### config.mk
export PLATFORM = sky130hd
export DESIGN_NAME = axi_rd_arbiter
export DESIGN_NICKNAME = d
export VERILOG_FILES = /design/src/rtl/axi_rd_arbiter.sv
export SDC_FILE = /design/constraint.sdc
export NUM_CORES = 1
export LEC_CHECK = 0
export CAP_MARGIN = 15
export CORE_MARGIN = 10
export CORE_UTILIZATION = 25
export CTS_BUF_LIST = sky130_fd_sc_hd__clkbuf_4
export CTS_CLUSTER_SIZE = 10
export DETAILED_ROUTE_END_ITERATION = 7
export PLACE_DENSITY = 0.7
export SLEW_MARGIN = 20
export SYNTH_ARGS = -nofsm -noshare
export SYNTH_HDL_FRONTEND = slang
export SYNTH_SLANG_ARGS = --single-unit
### constraint.sdc
create_clock -name i_clk -period 2.3 [get_ports i_clk]
set_input_delay 0.46 -clock i_clk [delete_from_list [all_inputs] [get_ports i_clk]]
set_output_delay 0.46 -clock i_clk [all_outputs]
set_load 0.01 [all_outputs]
### src/rtl/axi_rd_arbiter.sv
// Two-port AXI3 read arbiter: shares one AR/R channel between I and D.
// Routes R beats by RID and holds D reads that hit an in-flight write line.
module axi_rd_arbiter #(
  parameter int unsigned LINE_BYTE_OFFSET = 6,
  parameter int unsigned STARVE_LIMIT     = 4,
  parameter logic [3:0]  I_ID             = 4'd0,
  parameter logic [3:0]  D_ID             = 4'd1
) (
  input  logic        i_clk,
  input  logic        i_rst_n,
  input  logic        i_i_req_valid,
  output logic        o_i_req_ready,
  input  logic [31:0] i_i_addr,
  input  logic [3:0]  i_i_len,
  input  logic [2:0]  i_i_size,
  input  logic        i_d_req_valid,
  output logic        o_d_req_ready,
  input  logic [31:0] i_d_addr,
  input  logic [3:0]  i_d_len,
  input  logic [2:0]  i_d_size,
  input  logic        i_write_process,
  input  logic [31:0] i_write_addr,
  output logic        o_i_rvalid,
  output logic        o_i_rlast,
  output logic        o_d_rvalid,
  output logic        o_d_rlast,
  output logic [31:0] o_rdata,
  output logic        o_rerr,
  output logic        o_err_unexp,
  output logic [3:0]  arid,
  output logic [31:0] araddr,
  output logic [3:0]  arlen,
  output logic [2:0]  arsize,
  output logic [1:0]  arburst,
  output logic        arvalid,
  input  logic        arready,
  input  logic [3:0]  rid,
  input  logic [31:0] rdata,
  input  logic [1:0]  rresp,
  input  logic        rlast,
  input  logic        rvalid,
  output logic        rready
);

  localparam int unsigned SW = $clog2(STARVE_LIMIT + 1);
  localparam logic [SW-1:0] LIM = SW'(STARVE_LIMIT);

  typedef enum logic {
    ST_IDLE  = 1'b0,
    ST_ISSUE = 1'b1
  } state_e;

  state_e        state_q, state_d;
  logic [1:0]    out_q, out_d;
  logic [SW-1:0] starve_q, starve_d;
  logic [31:0]   addr_q, addr_d;
  logic [3:0]    len_q, len_d;
  logic [2:0]    size_q, size_d;
  logic [3:0]    id_q, id_d;
  logic          port_q, port_d;
  logic          err_q, err_d;

  logic hazard;
  logic elig_i;
  logic elig_d;
  logic force_i;
  logic grant_i;
  logic grant_d;
  logic ar_hs;
  logic hit_i;
  logic hit_d;
  logic unexp;

  logic unused_bits;
  assign unused_bits =
    ^{rresp[0], i_write_addr[LINE_BYTE_OFFSET-1:0]};

  // Eligibility and priority between the two requesters
  always_comb begin
    hazard  = i_write_process &
              (i_d_addr[31:LINE_BYTE_OFFSET] ==
               i_write_addr[31:LINE_BYTE_OFFSET]);
    elig_i  = i_i_req_valid & ~out_q[0];
    elig_d  = i_d_req_valid & ~out_q[1] & ~hazard;
    force_i = elig_i & (starve_q == LIM);
    grant_i = (state_q == ST_IDLE) & elig_i &
              (force_i | ~elig_d);
    grant_d = (state_q == ST_IDLE) & elig_d & ~force_i;
  end

  assign o_i_req_ready = grant_i & i_rst_n;
  assign o_d_req_ready = grant_d & i_rst_n;

  // R channel routing by RID against outstanding flags
  always_comb begin
    hit_i = rvalid & (rid == I_ID) & out_q[0];
    hit_d = rvalid & (rid == D_ID) & out_q[1];
    unexp = rvalid & ~hit_i & ~hit_d;
  end

  assign o_i_rvalid  = hit_i;
  assign o_d_rvalid  = hit_d;
  assign o_i_rlast   = hit_i & rlast;
  assign o_d_rlast   = hit_d & rlast;
  assign o_rdata     = rdata;
  assign o_rerr      = rresp[1];
  assign o_err_unexp = err_q;
  assign rready      = i_rst_n;

  assign arvalid = (state_q == ST_ISSUE);
  assign arid    = id_q;
  assign araddr  = addr_q;
  assign arlen   = len_q;
  assign arsize  = size_q;
  assign arburst = 2'b01;
  assign ar_hs   = arvalid & arready;

  // AR FSM: latch the granted request, hold it until arready
  always_comb begin
    state_d = state_q;
    addr_d  = addr_q;
    len_d   = len_q;
    size_d  = size_q;
    id_d    = id_q;
    port_d  = port_q;
    unique case (state_q)
      ST_IDLE: begin
        if (grant_i | grant_d) begin
          state_d = ST_ISSUE;
          port_d  = grant_d;
          addr_d  = grant_d ? i_d_addr : i_i_addr;
          len_d   = grant_d ? i_d_len  : i_i_len;
          size_d  = grant_d ? i_d_size : i_i_size;
          id_d    = grant_d ? D_ID     : I_ID;
        end
      end
      ST_ISSUE: begin
        if (arready) state_d = ST_IDLE;
      end
    endcase
  end

  // Outstanding flags: set on AR accept, cleared by routed RLAST
  always_comb begin
    out_d = out_q;
    if (hit_i & rlast) out_d[0] = 1'b0;
    if (hit_d & rlast) out_d[1] = 1'b0;
    if (ar_hs) out_d[port_q] = 1'b1;
  end

  // Starvation counter, evaluated at each grant decision
  always_comb begin
    starve_d = starve_q;
    unique case (1'b1)
      grant_i: starve_d = '0;
      grant_d: begin
        if (!elig_i)
          starve_d = '0;
        else if (starve_q != LIM)
          starve_d = starve_q + SW'(1);
      end
      default: starve_d = starve_q;
    endcase
  end

  // Sticky unexpected-RID flag
  always_comb begin
    err_d = err_q | unexp;
  end

  // State registers
  always_ff @(posedge i_clk or negedge i_rst_n) begin
    if (!i_rst_n) begin
      state_q  <= ST_IDLE;
      out_q    <= '0;
      starve_q <= '0;
      addr_q   <= '0;
      len_q    <= '0;
      size_q   <= '0;
      id_q     <= '0;
      port_q   <= 1'b0;
      err_q    <= 1'b0;
    end else begin
      state_q  <= state_d;
      out_q    <= out_d;
      starve_q <= starve_d;
      addr_q   <= addr_d;
      len_q    <= len_d;
      size_q   <= size_d;
      id_q     <= id_d;
      port_q   <= port_d;
      err_q    <= err_d;
    end
  end

endmodule

* Word-level counts from Yosys, hierarchy flattened
Cells that the tools add are included.
** Operators by class
- $add $sub $neg :: 1
- Multiply operators :: 0
- Divide/modulo/power cells :: 0
- Order comparisons :: 2
- Eq/ne operators :: 5
- Shift operators :: 0
- Multiplexer cells :: 15
- Bitwise logic cells :: 32
- Reduce and logical (&&, ||, !) cells :: 5
** Operator list (count)
- 2-to-1 mux 32 bit :: 1
- equality test 26 bit :: 1
- AND 1 bit :: 20
- 2-to-1 mux 3 bit :: 3
- NOT 1 bit :: 8
- 2-to-1 mux 1 bit :: 6
- case mux 3 bit (2 select lines) :: 1
- equality test 4 x 1 -> 1 bit (second input constant) :: 1
- logical NOT 4 bit :: 1
- 2-to-1 mux 4 bit :: 1
- AND reduction 2 bit :: 2
- adder 3 x 1 -> 3 bit (second input constant) :: 1
- equality test 3 bit (second input constant) :: 1
- != test 3 x 2 -> 1 bit (second input constant) :: 1
- != test 3 bit (second input constant) :: 1
- bitwise OR 1 bit :: 3
- < comparator 1 x 2 -> 1 bit (second input constant) :: 1
- 2-to-1 mux 2 bit :: 1
- bitwise OR 2 bit :: 1
- case mux 1 bit (2 select lines) :: 1
- nonzero test 2 bit :: 1
- demux 1 bit (select 1 bit) :: 1
- greater-or-equal comparator 1 bit (second input constant) :: 1
- logical AND 1 bit :: 1
** Word-level totals
- Flip-flop bits (word level) :: 51
- Latch bits :: 0
- RAM bits :: 0
- Memory bits (read-only) :: 0
- Bits of input ports :: 156
- Word-level logic and storage cells :: 69
- Memories kept :: 0

* Depth between registers and ports, before layout
Gate-level depths: netlist (run 1).
- Depth in word-level cells :: 10
- Mapped depth :: 7

* Worst setup path before layout (run 1)
OpenSTA, ideal clock, no wires.
- Kind :: input to output
- Start point :: input i_write_addr[15]
- End point :: output o_i_req_ready
- Arrival :: 1806 ps
- Required time :: 1840 ps
- Setup slack :: 34 ps
- Stages :: 7
- Path buffers :: 1
- Cell sequence :: xnor2_1 > o211ai_2 > a2111oi_4 > and3_2 > o21ba_2 > buf_2 > and2_1
** Between the ends
- Word-level cells in the longest chain between the ends :: 8
** Ends and longest elaborated chain
- start, declared :: line 22 : input logic [31:0] i_write_addr,
- equality test 26 bit :: line 81 : (i_d_addr[31:LINE_BYTE_OFFSET] ==
- AND 1 bit :: line 80 : hazard = i_write_process &
- NOT 1 bit :: line 84 : elig_d = i_d_req_valid & ~out_q[1] & ~hazard;
- AND 1 bit :: line 84
- NOT 1 bit :: line 87 : (force_i | ~elig_d);
- bitwise OR 1 bit :: line 87
- AND 1 bit :: line 86 : grant_i = (state_q == ST_IDLE) & elig_i &
- AND 1 bit :: line 91 : assign o_i_req_ready = grant_i & i_rst_n;
- end, declared :: line 12 : output logic o_i_req_ready,
No other way between the ends.

* Worst setup path after layout (run 1)
- Start point :: input i_write_addr[15]
- End point :: output o_d_req_ready
** Between the ends
- Word-level cells in the longest chain between the ends :: 7
** Ends and longest elaborated chain
- equality test 26 bit :: line 81
- AND 1 bit :: line 80
- NOT 1 bit :: line 84
- AND 1 bit :: line 84
- AND 1 bit (2 in a row) :: line 88 : grant_d = (state_q == ST_IDLE) & elig_d & ~force_i;
- AND 1 bit :: line 92 : assign o_d_req_ready = grant_d & i_rst_n;
- end, declared :: line 17 : output logic o_d_req_ready,
No other way between the ends.

==> results.json, run 1 <==
{
  "status": "finished with violations",
  "violated_checks": "setup timing",
  "drt-wirelength-per-cell_um": 18.3,
  "post_synth.cell_area_avg_um2": 10.9,
  "floorplan.core_area_um2": 10900,
  "max-clock-path-buffers": 2,
  "design.final.nets": 577,
  "initial_utilization_pct": 25.6,
  "drtPass1Iterations": 6,
  "synthCells": 255,
  "clk_root_buffer_cell": "sky130_fd_sc_hd__clkbuf_4",
  "timing.critical_path.from_type": "input port",
  "io-pin-count": 243,
  "finalMaxSlewViolations": 0,
  "cts.htree.levels": 2,
  "first_global_vias": 2819,
  "layout-drive-gt1-share_pct": 24.3,
  "clock_power_share_pct": 9.5,
  "p_total_mw": 4.14,
  "synth.yosys.warnings": 0,
  "hp-class": "input port to async pin",
  "finalWorstPathRequiredPeriod_ns": 2.30,
  "post_synth_instance_area_um2": 2790,
  "postSynth.topFlopCell": "sky130_fd_sc_hd__dfrtp_1",
  "netlist-cell-type-count": 37,
  "worst-endpoint-arrival_ns": 1.84,
  "power.net_switching_mw": 1.42,
  "grt_first_pass_wirelength_um": 16100,
  "drc": 0,
  "worst_ep_required_time_ns": 1.84,
  "pwr-share-seq_pct": 33.4,
  "max_slew_margin_pct": 67.1,
  "final_core_util_pct": 42.6,
  "tightest_slew_ns": 0.489,
  "placed_cell_area_um2": 4540,
  "clkSinkCount": 47,
  "power_switching_share_pct": 34.2,
  "critPathKind": "input port to primary output",
  "ys_ff_latch": 47,
  "finalCritPeriodShare_pct": 100,
  "power_leakage_nw": 2.04,
  "synth-seq-area-share_pct": 42.2,
  "tritoncts.num_buffers": 5,
  "worst_clock_skew_ns": 0.00777,
  "grt_setup_unrepaired": "yes",
  "cap_viol_max_count": 0,
  "timing_hold_violations_final": 0,
  "synth_enable_flop_cells": 0,
  "report.final.setup_viol": 1,
  "num_vias": 2587,
  "antenna_violations_before_repair": 1,
  "ir_drop_mv": 0.379,
  "drt-initial-drc-count": 89,
  "asyncSetResetFlopFracSynth_pct": 100,
  "vias_per_cell": 4.61,
  "max_clk_rate_mhz": 434,
  "crit_path_max_fanout": 2,
  "global_route.overflow_total": 0,
  "groute.usage.overall_pct": 12.5,
  "clock_insertion_delay_worst_skew_ns": 0.37,
  "routed_wirelength_um": 10300,
  "ctsHoldBuffers": 0,
  "maximum_number_of_pins_on_one_net_before_global_route_repair": 41,
  "port_buffers": 164,
  "clk_pin_slew_worst_paths_ns": 0.14,
  "combinationalPowerShare_pct": 57.1,
  "endpoint_kind": "primary output",
  "cts_tree": "done",
  "antenna_violating_nets_post_route": 0,
  "flow.area_growth_from_synthesis_pct": 66.5,
  "fp.dieArea_um2": 15800,
  "gp_congestion": 0.759,
  "postLayoutSetupSlackWorst_ns": -0.00434,
  "die_width_um": 126,
  "num_rows": 38,
  "finish.instance_area_um2": 4640,
  "hpwl_um": 8170,
  "floorplan.die.height_um": 126,
  "p_int_mw": 2.72,
  "powerDensity_nw_per_um2": 892
}
worst max-delay path, cell delays in order:
cell and delay, ns:
sky130_fd_sc_hd__buf_6 0.09, sky130_fd_sc_hd__xnor2_2 0.17, sky130_fd_sc_hd__o211ai_2 0.12, sky130_fd_sc_hd__a2111oi_4 0.33, sky130_fd_sc_hd__and3_4 0.25, sky130_fd_sc_hd__buf_6 0.10, sky130_fd_sc_hd__nor3_4 0.03, sky130_fd_sc_hd__and2_1 0.15
sky130_fd_sc_hd__buf_2 0.14
through the flow:
step                      setup TNS [ns]  hold WS, ns  setup WS, ns  std cells
final                           -0.00434        0.116      -0.00434        561
after global routing              -0.279        0.113        -0.103        561
after CTS                         -0.246        0.108        -0.133        556
after detailed placement          -25.02        0.463        -0.871        546
after global placement            -23.55        0.444        -0.854        546
after floorplan                        0        0.164        0.0337        258
final timing paths:
kind                                  to             start  cells after the start  slack [ns]
max                        o_d_req_ready  i_write_addr[15]                      9      -0.004
min                             arlen[0]           i_rst_n                      2        0.12
max reg2reg                   araddr[25]       starve_q[0]                      8        0.36
min reg2reg                  o_err_unexp       o_err_unexp                      1        0.49
max in group asynchronous     araddr[18]           i_rst_n                      2        1.85
min in group i_clk             araddr[9]       i_d_addr[9]                      2        0.33
what timing repair did:
action / CTS / global route
pin swaps: 32 / 30
resized for setup: 113 / 53
buffers inserted: 2 / 4
endpoints found under the setup margin: 45 / 6
layout make-up:
class                      instances  area (µm²)
antenna                            1        2.50
clock buffer                       6        45.0
clock inverter                     2        7.51
fill                            1074        6250
inverter                           6        22.5
multi-input combinational        153        1350
sequential                        47        1180
tap                              140         175
timing repair buffer             206        1860
cell usage after synthesis (3+ instances only):
| master | number | area share (%) |
|---|---|---|
| sky130_fd_sc_hd__and2_1 | 4 | 0.90 |
| sky130_fd_sc_hd__a221o_1 | 39 | 14 |
| sky130_fd_sc_hd__nand3_1 | 3 | 0.54 |
| sky130_fd_sc_hd__dfrtp_1 | 47 | 42 |
| sky130_fd_sc_hd__buf_6 | 4 | 1.6 |
| sky130_fd_sc_hd__buf_2 | 4 | 0.72 |
| sky130_fd_sc_hd__a21o_1 | 3 | 0.81 |
| sky130_fd_sc_hd__nor2b_1 | 35 | 7.9 |
| sky130_fd_sc_hd__nand4_1 | 5 | 1.1 |
| sky130_fd_sc_hd__and2b_1 | 7 | 1.9 |
| sky130_fd_sc_hd__clkbuf_1 | 4 | 0.54 |
| sky130_fd_sc_hd__xnor2_1 | 24 | 7.5 |
| sky130_fd_sc_hd__inv_1 | 6 | 0.81 |
| sky130_fd_sc_hd__buf_4 | 40 | 11 |
logic make-up after synthesis:
family                     count (synthesis)  share of synthesized area, %
AOI/OAI and AO/OA                         53                          19.0
buffers and inverters                     58                          14.5
xor gates and xnor gates                  25                          7.86
DFF                                       47                          42.2
other                                      2                         0.270
and+or+nand+nor                           68                          15.3
adders and majority gates                  2                         0.898
power groups by stage:
| stage | clock network, mW | registers (mW) | logic, mW |
|---|---|---|---|
| final | 0.394 | 1.38 | 2.36 |
| after global routing | 0.459 | 1.43 | 2.54 |
| after CTS | 0.422 | 1.38 | 2.40 |
| after detailed placement | 0 | 1.39 | 2.40 |
| after global placement | 0 | 1.38 | 2.37 |
| after floorplan | 0 | 1.54 | 1.01 |
cells in the final DEF (no fill, tap or decap), types with 2 or more instances in the layout:
cell type / instances
sky130_fd_sc_hd__clkinv_1: 2
sky130_fd_sc_hd__clkbuf_4: 6
sky130_fd_sc_hd__clkbuf_2: 17
sky130_fd_sc_hd__and3_4: 2
sky130_fd_sc_hd__buf_4: 39
sky130_fd_sc_hd__ha_1: 2
sky130_fd_sc_hd__inv_1: 5
sky130_fd_sc_hd__dlygate4sd2_1: 18
sky130_fd_sc_hd__nor2b_1: 35
sky130_fd_sc_hd__clkdlybuf4s15_1: 13
sky130_fd_sc_hd__clkdlybuf4s50_1: 104
sky130_fd_sc_hd__and2b_1: 7
sky130_fd_sc_hd__dfrtp_1: 47
sky130_fd_sc_hd__nand4_1: 5
sky130_fd_sc_hd__a21o_1: 3
sky130_fd_sc_hd__a221o_1: 39
sky130_fd_sc_hd__o21bai_1: 2
sky130_fd_sc_hd__nand3_1: 2
sky130_fd_sc_hd__conb_1: 5
sky130_fd_sc_hd__xnor2_1: 15
sky130_fd_sc_hd__nand2_1: 2
sky130_fd_sc_hd__nor4_1: 2
sky130_fd_sc_hd__and2_4: 2
sky130_fd_sc_hd__and2_1: 2
sky130_fd_sc_hd__buf_6: 7
sky130_fd_sc_hd__xnor2_2: 9
sky130_fd_sc_hd__buf_2: 6
sky130_fd_sc_hd__buf_12: 2
flip-flops by register name, summed over array words and instances, names as in the netlist:
signal       count
araddr          32
arlen            4
arsize           3
arvalid          1
o_err_unexp      1
out_q            2
port_q           1
starve_q         3
layer usage:
metal	global-route usage, %	vias up	wire length, µm
met5	0	-	0
met4	4.07	0	86
met3	3.80	14	731
met2	21.5	115	5300
met1	14.4	1250	4150
li1	-	1208	-
Note: power is estimated with default switching activity, not from simulation.
==> inputs of run 2 (changes only) <==
--- a/config.mk
+++ b/config.mk
@@ -11,6 +11,7 @@
 export CTS_BUF_LIST = sky130_fd_sc_hd__clkbuf_4
 export CTS_CLUSTER_SIZE = 10
 export DETAILED_ROUTE_END_ITERATION = 7
+export HOLD_SLACK_MARGIN = 0.12
 export PLACE_DENSITY = 0.7
 export SLEW_MARGIN = 20
 export SYNTH_ARGS = -nofsm -noshare
==> run 2 against run 1 <==
Against the previous run: the flow still finishes with violations (setup timing); routed wire length is 0.50% higher; highest routed layer unchanged; critical endpoint unchanged; worst hold slack better by 0.21 ns; largest cell class unchanged; utilization is 0.092 points higher; clock skew is 0.0012 ns higher; count of clock-buffer cells in the layout stayed put; critical path depth stayed put; clock power hardly changed; maximum frequency hardly changed; die area stayed put; final cell count is 0.18% higher; critical path type unchanged.
==> results.json, run 2 (synthesis gave the netlist of run 1 again) <==
{
  "routed_wirelength_um": 10300,
  "endpoint_kind": "primary output",
  "cap_viol_max_count": 0,
  "finish.instance_area_um2": 4650,
  "drt-initial-drc-count": 87,
  "critical_path.n_buffers_inverters": 3,
  "postLayoutSetupSlackWorst_ns": -0.00395,
  "tightest_slew_ns": 0.509,
  "critPathKind": "input port to primary output",
  "final_core_util_pct": 42.7,
  "num_rows": 38,
  "num_vias": 2585,
  "hp-class": "input port to register",
  "drc": 0,
  "hpwl_um": 8170,
  "largest_reg_flops": 32,
  "initial_utilization_pct": 25.6,
  "critical_path.max_stage_delay_ns": 0.33,
  "timing.critical_path.from_type": "input port",
  "antenna_violating_nets_post_route": 0,
  "max_slew_margin_pct": 65.8,
  "clk_root_buffer_cell": "sky130_fd_sc_hd__clkbuf_4",
  "finalCritPeriodShare_pct": 100,
  "status": "finished with violations",
  "mostFrequentLayoutCells": "104 x sky130_fd_sc_hd__clkdlybuf4s50_1, 47 x sky130_fd_sc_hd__dfrtp_1, 39 x sky130_fd_sc_hd__a221o_1, 39 x sky130_fd_sc_hd__buf_4, 35 x sky130_fd_sc_hd__nor2b_1",
  "worstSetupStartpoint": "i_write_addr[15]",
  "first_global_vias": 2825,
  "worst_clock_skew_ns": 0.00900,
  "finalWorstPathRequiredPeriod_ns": 2.30,
  "path_delay_family": "compound AO/OA/AOI/OAI gates",
  "crit_path_max_fanout": 2,
  "worst_ep_required_time_ns": 1.84,
  "grt_first_pass_wirelength_um": 16100,
  "groute.usage.overall_pct": 12.5,
  "clk_pin_slew_worst_paths_ns": 0.13,
  "maximum_number_of_pins_on_one_net_before_global_route_repair": 41,
  "report.final.setup_viol": 1,
  "r2r_start": "starve_q[0]",
  "fill_cells": 1076,
  "drtPass1Iterations": 4,
  "layout-drive-gt1-share_pct": 24.2,
  "violated_checks": "setup timing",
  "pre_cts_ws_ns": -0.871,
  "io-pin-count": 243,
  "critical_path.cell_chain": "buf_6 > xnor2_2 > o211ai_2 > a2111oi_4 > and3_4 > buf_6 > nor3_4 > and2_1 > buf_2",
  "floorplan.core_area_um2": 10900,
  "global_route.overflow_total": 0,
  "antenna_violations_before_repair": 1,
  "dp.cells": 546,
  "grt_setup_unrepaired": "yes",
  "fp.dieArea_um2": 15800,
  "floorplan.die.height_um": 126,
  "placed_cell_area_um2": 4540,
  "cts_tree": "done",
  "max-clock-path-buffers": 2,
  "finish.cell_count_without_fillers": 562,
  "worst_path_max_delay_cell": "sky130_fd_sc_hd__a2111oi_4",
  "port_buffers": 164,
  "die_width_um": 126,
  "clock_insertion_delay_worst_skew_ns": 0.37,
  "clkSinkCount": 47,
  "worst-endpoint-arrival_ns": 1.84,
  "timing_hold_violations_final": 0,
  "powerDensity_nw_per_um2": 891,
  "finalMaxSlewViolations": 0,
  "cts.htree.levels": 2,
  "multiInputGateArea_um2": 1350,
  "area.sequential_um2": 1180,
  "tritoncts.num_buffers": 5,
  "gp_congestion": 0.759,
  "power_leakage_nw": 2.04,
  "layout.cells.most_common": "sky130_fd_sc_hd__clkdlybuf4s50_1",
  "cp_common_cell": "sky130_fd_sc_hd__buf_6",
  "drt-wirelength-per-cell_um": 18.4,
  "holdCritStartpoint": "i_d_addr[9]",
  "ir_drop_mv": 0.380,
  "max_clk_rate_mhz": 434,
  "design.final.nets": 578,
  "flow.area_growth_from_synthesis_pct": 66.9,
  "vias_per_cell": 4.60
}
## run 2: per-stage QoR
step	hold slack, ns	power [mW]	TNS (ns)
after detailed placement	0.463	3.79	-25.02
after floorplan	0.164	2.55	0
after CTS	0.289	4.20	-0.246
after global routing	0.295	4.43	-0.279
after global placement	0.444	3.75	-23.55
final	0.326	4.14	-0.00395
## run 2: worst paths after layout
kind,to,slack (ns),depth (start not counted)
hold reg to reg,o_err_unexp,0.49,1
setup reg to reg,araddr[25],0.36,8
hold / removal,araddr[9],0.33,2
setup / recovery,o_d_req_ready,-0.004,9
max in group asynchronous,araddr[18],1.28,3
min in group asynchronous,araddr[5],0.68,3
## run 2: worst reg2reg max path: stages, from the launching register on
cell                      delay [ns]
sky130_fd_sc_hd__dfrtp_1        0.40
sky130_fd_sc_hd__inv_1          0.07
sky130_fd_sc_hd__ha_1           0.20
sky130_fd_sc_hd__nand3_1        0.07
sky130_fd_sc_hd__nand2_1        0.10
sky130_fd_sc_hd__buf_4          0.16
sky130_fd_sc_hd__nor3_4         0.16
sky130_fd_sc_hd__buf_4          0.43
sky130_fd_sc_hd__a221o_1        0.29
## run 2: what timing repair did
action | in CTS | in global routing
buffers inserted | 2 | 4
gates resized for setup | 113 | 53
pin swaps | 32 | 30
endpoints found under the hold margin | 10 | 0
hold buffers | 1 | 0
endpoints found under the setup margin | 45 | 6
## run 2: area by class of cell
class	count	area share [%]
Inverter	6	0.485
Antenna cell	1	0.0538
Timing Repair Buffer	207	40.1
Clock inverter	2	0.162
Tap cell	140	3.77
Clock buffer	6	0.969
Multi-Input combinational cell	153	29.1
Sequential cell	47	25.3
## run 2: power by group
part | total, mW | internal [mW] | switching (mW)
combinational | 2.36 | 1.40 | 0.962
clock | 0.395 | 0.126 | 0.270
sequential | 1.38 | 1.19 | 0.187
total | 4.14 | 2.72 | 1.42
## run 2: layer usage
layer,global-route usage (%),part of all wire (%),vias up
li1,-,-,1209
met1,14.4,41,1253
met5,0,0,-
met4,4.07,0.84,0
met3,3.80,7.0,14
met2,21.6,52,109
==> inputs of run 3 (changes only) <==
--- a/config.mk
+++ b/config.mk
@@ -5,15 +5,19 @@
 export SDC_FILE = /design/constraint.sdc
 export NUM_CORES = 1
 export LEC_CHECK = 0
+export ABC_AREA = 1
 export CAP_MARGIN = 15
+export CELL_PAD_IN_SITES_DETAIL_PLACEMENT = 0
+export CELL_PAD_IN_SITES_GLOBAL_PLACEMENT = 1
 export CORE_MARGIN = 10
-export CORE_UTILIZATION = 25
+export CORE_UTILIZATION = 21
 export CTS_BUF_LIST = sky130_fd_sc_hd__clkbuf_4
 export CTS_CLUSTER_SIZE = 10
 export DETAILED_ROUTE_END_ITERATION = 7
 export HOLD_SLACK_MARGIN = 0.12
-export PLACE_DENSITY = 0.7
+export PLACE_DENSITY = 0.78
 export SLEW_MARGIN = 20
 export SYNTH_ARGS = -nofsm -noshare
 export SYNTH_HDL_FRONTEND = slang
 export SYNTH_SLANG_ARGS = --single-unit
+export TNS_END_PERCENT = 1
==> run 3 against run 2 <==
Against the previous run: the flow now finishes without violations; via count rose by 39%; sequential share of layout area down 3.5 points; final area rose by 16%; clock power grew 33%; routed wire length rose by 32%; count of clock-buffer cells in the layout fell by 1; area after synthesis is 21% higher.
==> results.json, run 3 <==
{
  "status": "completed",
  "design.final.nets": 734,
  "power_leakage_nw": 2.84,
  "global_route.overflow_total": 0,
  "max-clock-path-buffers": 2,
  "endpoint_kind": "primary output",
  "cts_tree": "done",
  "clock_insertion_delay_worst_skew_ns": 0.40,
  "worst_ep_required_time_ns": 1.84,
  "synth_simple_gate_area_share_pct": 38.9,
  "netlist_top_cells_area": "sky130_fd_sc_hd__dfrtp_1 35%, sky130_fd_sc_hd__nand3_1 14%, sky130_fd_sc_hd__buf_4 9.1%",
  "first_global_vias": 3698,
  "drt-wirelength-per-cell_um": 17.1,
  "post-synth-top-area-cell": "sky130_fd_sc_hd__dfrtp_1",
  "synth.most_common_cell": "sky130_fd_sc_hd__nand3_1",
  "initial_utilization_pct": 21.3,
  "groute.usage.overall_pct": 12.2,
  "tritoncts.num_buffers": 5,
  "hpwl_um": 10400,
  "routed_wirelength_um": 13600,
  "finalWorstPathRequiredPeriod_ns": 2.23,
  "finalCritPeriodShare_pct": 96.8,
  "worst_path_max_delay_cell": "sky130_fd_sc_hd__clkdlybuf4s50_1",
  "postSynth.topFlopCell": "sky130_fd_sc_hd__dfrtp_1",
  "post_synth.cell_area_avg_um2": 7.77,
  "largest_reg_flops": 32,
  "whs_path_depth": 3,
  "synth_enable_flop_cells": 0,
  "clkSinkCount": 47,
  "synthCells": 434,
  "layout-drive-gt1-share_pct": 17.2,
  "antenna_violations_before_repair": 3,
  "drtPass1Iterations": 5,
  "critPathKind": "input port to primary output",
  "drt-initial-drc-count": 113,
  "critical_path.max_stage_delay_ns": 0.40,
  "grt_first_pass_wirelength_um": 21200,
  "asyncSetResetFlopFracSynth_pct": 100,
  "worst_r2r_path_depth": 9,
  "io-pin-count": 243,
  "antenna_violating_nets_post_route": 0,
  "floorplan.die.height_um": 147,
  "critical_path.n_buffers_inverters": 3,
  "clk_pin_slew_worst_paths_ns": 0.15,
  "report.final.setup_viol": 0,
  "worst-endpoint-arrival_ns": 1.77,
  "cts.htree.levels": 2,
  "synthMuxAreaShare_pct": 0,
  "ir_drop_mv": 0.329,
  "synth_top_family_by_area": "simple AND/OR/NAND/NOR gates",
  "complex_gate_fraction_of_the_synthesized_area_pct": 2.64,
  "max_slew_margin_pct": 58.2,
  "hold-path-endpoint": "araddr[29]",
  "powerDensity_nw_per_um2": 809,
  "gp_congestion": 0.788,
  "critical_path.cell_chain": "clkdlybuf4s50_1 > nor2_1 > buf_4 > nand4_1 > nor2_2 > dlygate4sd2_1",
  "synth-seq-area-share_pct": 34.9,
  "path_delay_family": "buffers and inverters",
  "hp-class": "input port to register",
  "fp.dieArea_um2": 21500,
  "synth-adder-area-share_pct": 0.742,
  "min_hold_slack_ns": 0.369,
  "synth.yosys.warnings": 0,
  "cap_viol_max_count": 0,
  "crit_path_max_fanout": 3,
  "num_rows": 46,
  "ys_ff_latch": 47,
  "finalMaxSlewViolations": 0,
  "ff2ff_setup_slack_ns": 0.38,
  "grt_setup_unrepaired": "yes",
  "flow.area_growth_from_synthesis_pct": 60.1,
  "synth.top_cells.by_count": "97 x sky130_fd_sc_hd__nand3_1, 57 x sky130_fd_sc_hd__nand2_1, 50 x sky130_fd_sc_hd__inv_1",
  "drc": 0,
  "layout.cells.most_common": "sky130_fd_sc_hd__clkdlybuf4s50_1",
  "mostFrequentLayoutCells": "104 x sky130_fd_sc_hd__clkdlybuf4s50_1, 97 x sky130_fd_sc_hd__nand3_1, 49 x sky130_fd_sc_hd__inv_1",
  "holdCritStartpoint": "i_d_addr[29]",
  "tightest_slew_ns": 0.627,
  "worst_clock_skew_ns": 0.0152,
  "post_synth_instance_area_um2": 3370,
  "max_clk_rate_mhz": 449,
  "post_synth_xor_area_fraction_pct": 2.86,
  "crit-reg2reg-capture": "starve_q[2]",
  "maximum_number_of_pins_on_one_net_before_global_route_repair": 48,
  "timing_hold_violations_final": 0,
  "netlist-cell-type-count": 31,
  "r2r_start": "out_q[0]",
  "clk_root_buffer_cell": "sky130_fd_sc_hd__clkbuf_4",
  "totalNegativeSetupSlack_ns": 0,
  "vias_per_cell": 4.50,
  "num_vias": 3584,
  "fill_cells": 1672,
  "port_buffers": 164,
  "synth_largest_type_area_fraction_pct": 34.9,
  "floorplan.core_area_um2": 15800,
  "timing.critical_path.from_type": "input port",
  "die_width_um": 147
}
==> run 3: what timing repair did <==
item,4_1_cts,5_1_grt
gates resized for setup,28,70
hold endpoints to repair,47,0
cloned,0,0
endpoints found under the setup margin,50,48
buffers inserted,0,1
hold buffers,1,0
pin swaps,5,31
==> run 3: per-stage QoR <==
step                instances  instance area, µm²  power [mW]  setup slack (ns)  utilization, %
floorplan                 437                3380        2.66             0.356               -
global placement          784                5100        3.82            -0.721            32.3
detailed placement        784                5100        3.88            -0.732            32.3
CTS                       793                5210        4.43            -0.181            32.9
global route              796                5400        4.71           -0.0195            34.1
finish                    796                5400        4.36            0.0740            34.1
==> run 3: kinds of logic (layout without fill, tap and decap cells) <==
kind of cell	after synthesis	count (layout)
compound gates	12	12
simple gates	240	240
other cells	2	8
xor+xnor	11	11
buf+inv	120	260
fa+ha+maj	2	2
flops	47	47
==> run 3: worst max path at each step <==
stage	depth (start not counted)	start	slack (ns)	endpoint
floorplan	11	i_write_addr[31]	0.36	o_i_req_ready
global placement	14	i_d_addr[9]	-0.72	o_i_req_ready
detailed placement	14	i_d_addr[9]	-0.73	o_i_req_ready
CTS	12	i_d_addr[11]	-0.18	o_d_req_ready
global route	13	i_d_addr[7]	-0.02	o_i_req_ready
finish	6	rid[3]	0.07	o_d_rlast
==> run 3: tightest hold or removal path: cells and delay by family <==
kind | cells | cell delay (ns)
simple gates | 2 | 0.18
buf+inv | 1 | 0.11
==> run 3: report_power, final <==
part	leakage (nW)	switching [mW]	internal [mW]	total (mW)
registers	0.583	0.232	1.19	1.42
logic	2.21	1.21	1.20	2.42
clock network	0.0426	0.303	0.224	0.527
total	2.84	1.75	2.61	4.36
==> run 3: per-layer routing <==
layer / up-vias / track usage [%] / wire length, µm / share of wire, %
met5: - / 0 / 0 / 0
li1: 1701 / - / - / -
met2: 137 / 21.1 / 6850 / 50
met4: 0 / 3.40 / 208 / 1.5
met1: 1727 / 13.8 / 5340 / 39
met3: 19 / 4.55 / 1220 / 9.0
==> run 3: layout make-up <==
type | count | area [µm²] | area share [%]
antenna | 3 | 7.51 | 0.139
multi-input combinational | 270 | 1650 | 30.5
clock buffer | 5 | 37.5 | 0.696
clock inverter | 3 | 38.8 | 0.719
inverter | 51 | 191 | 3.55
timing repair buffer | 201 | 2030 | 37.6
sequential | 47 | 1180 | 21.8
tap | 216 | 270 | 5.01
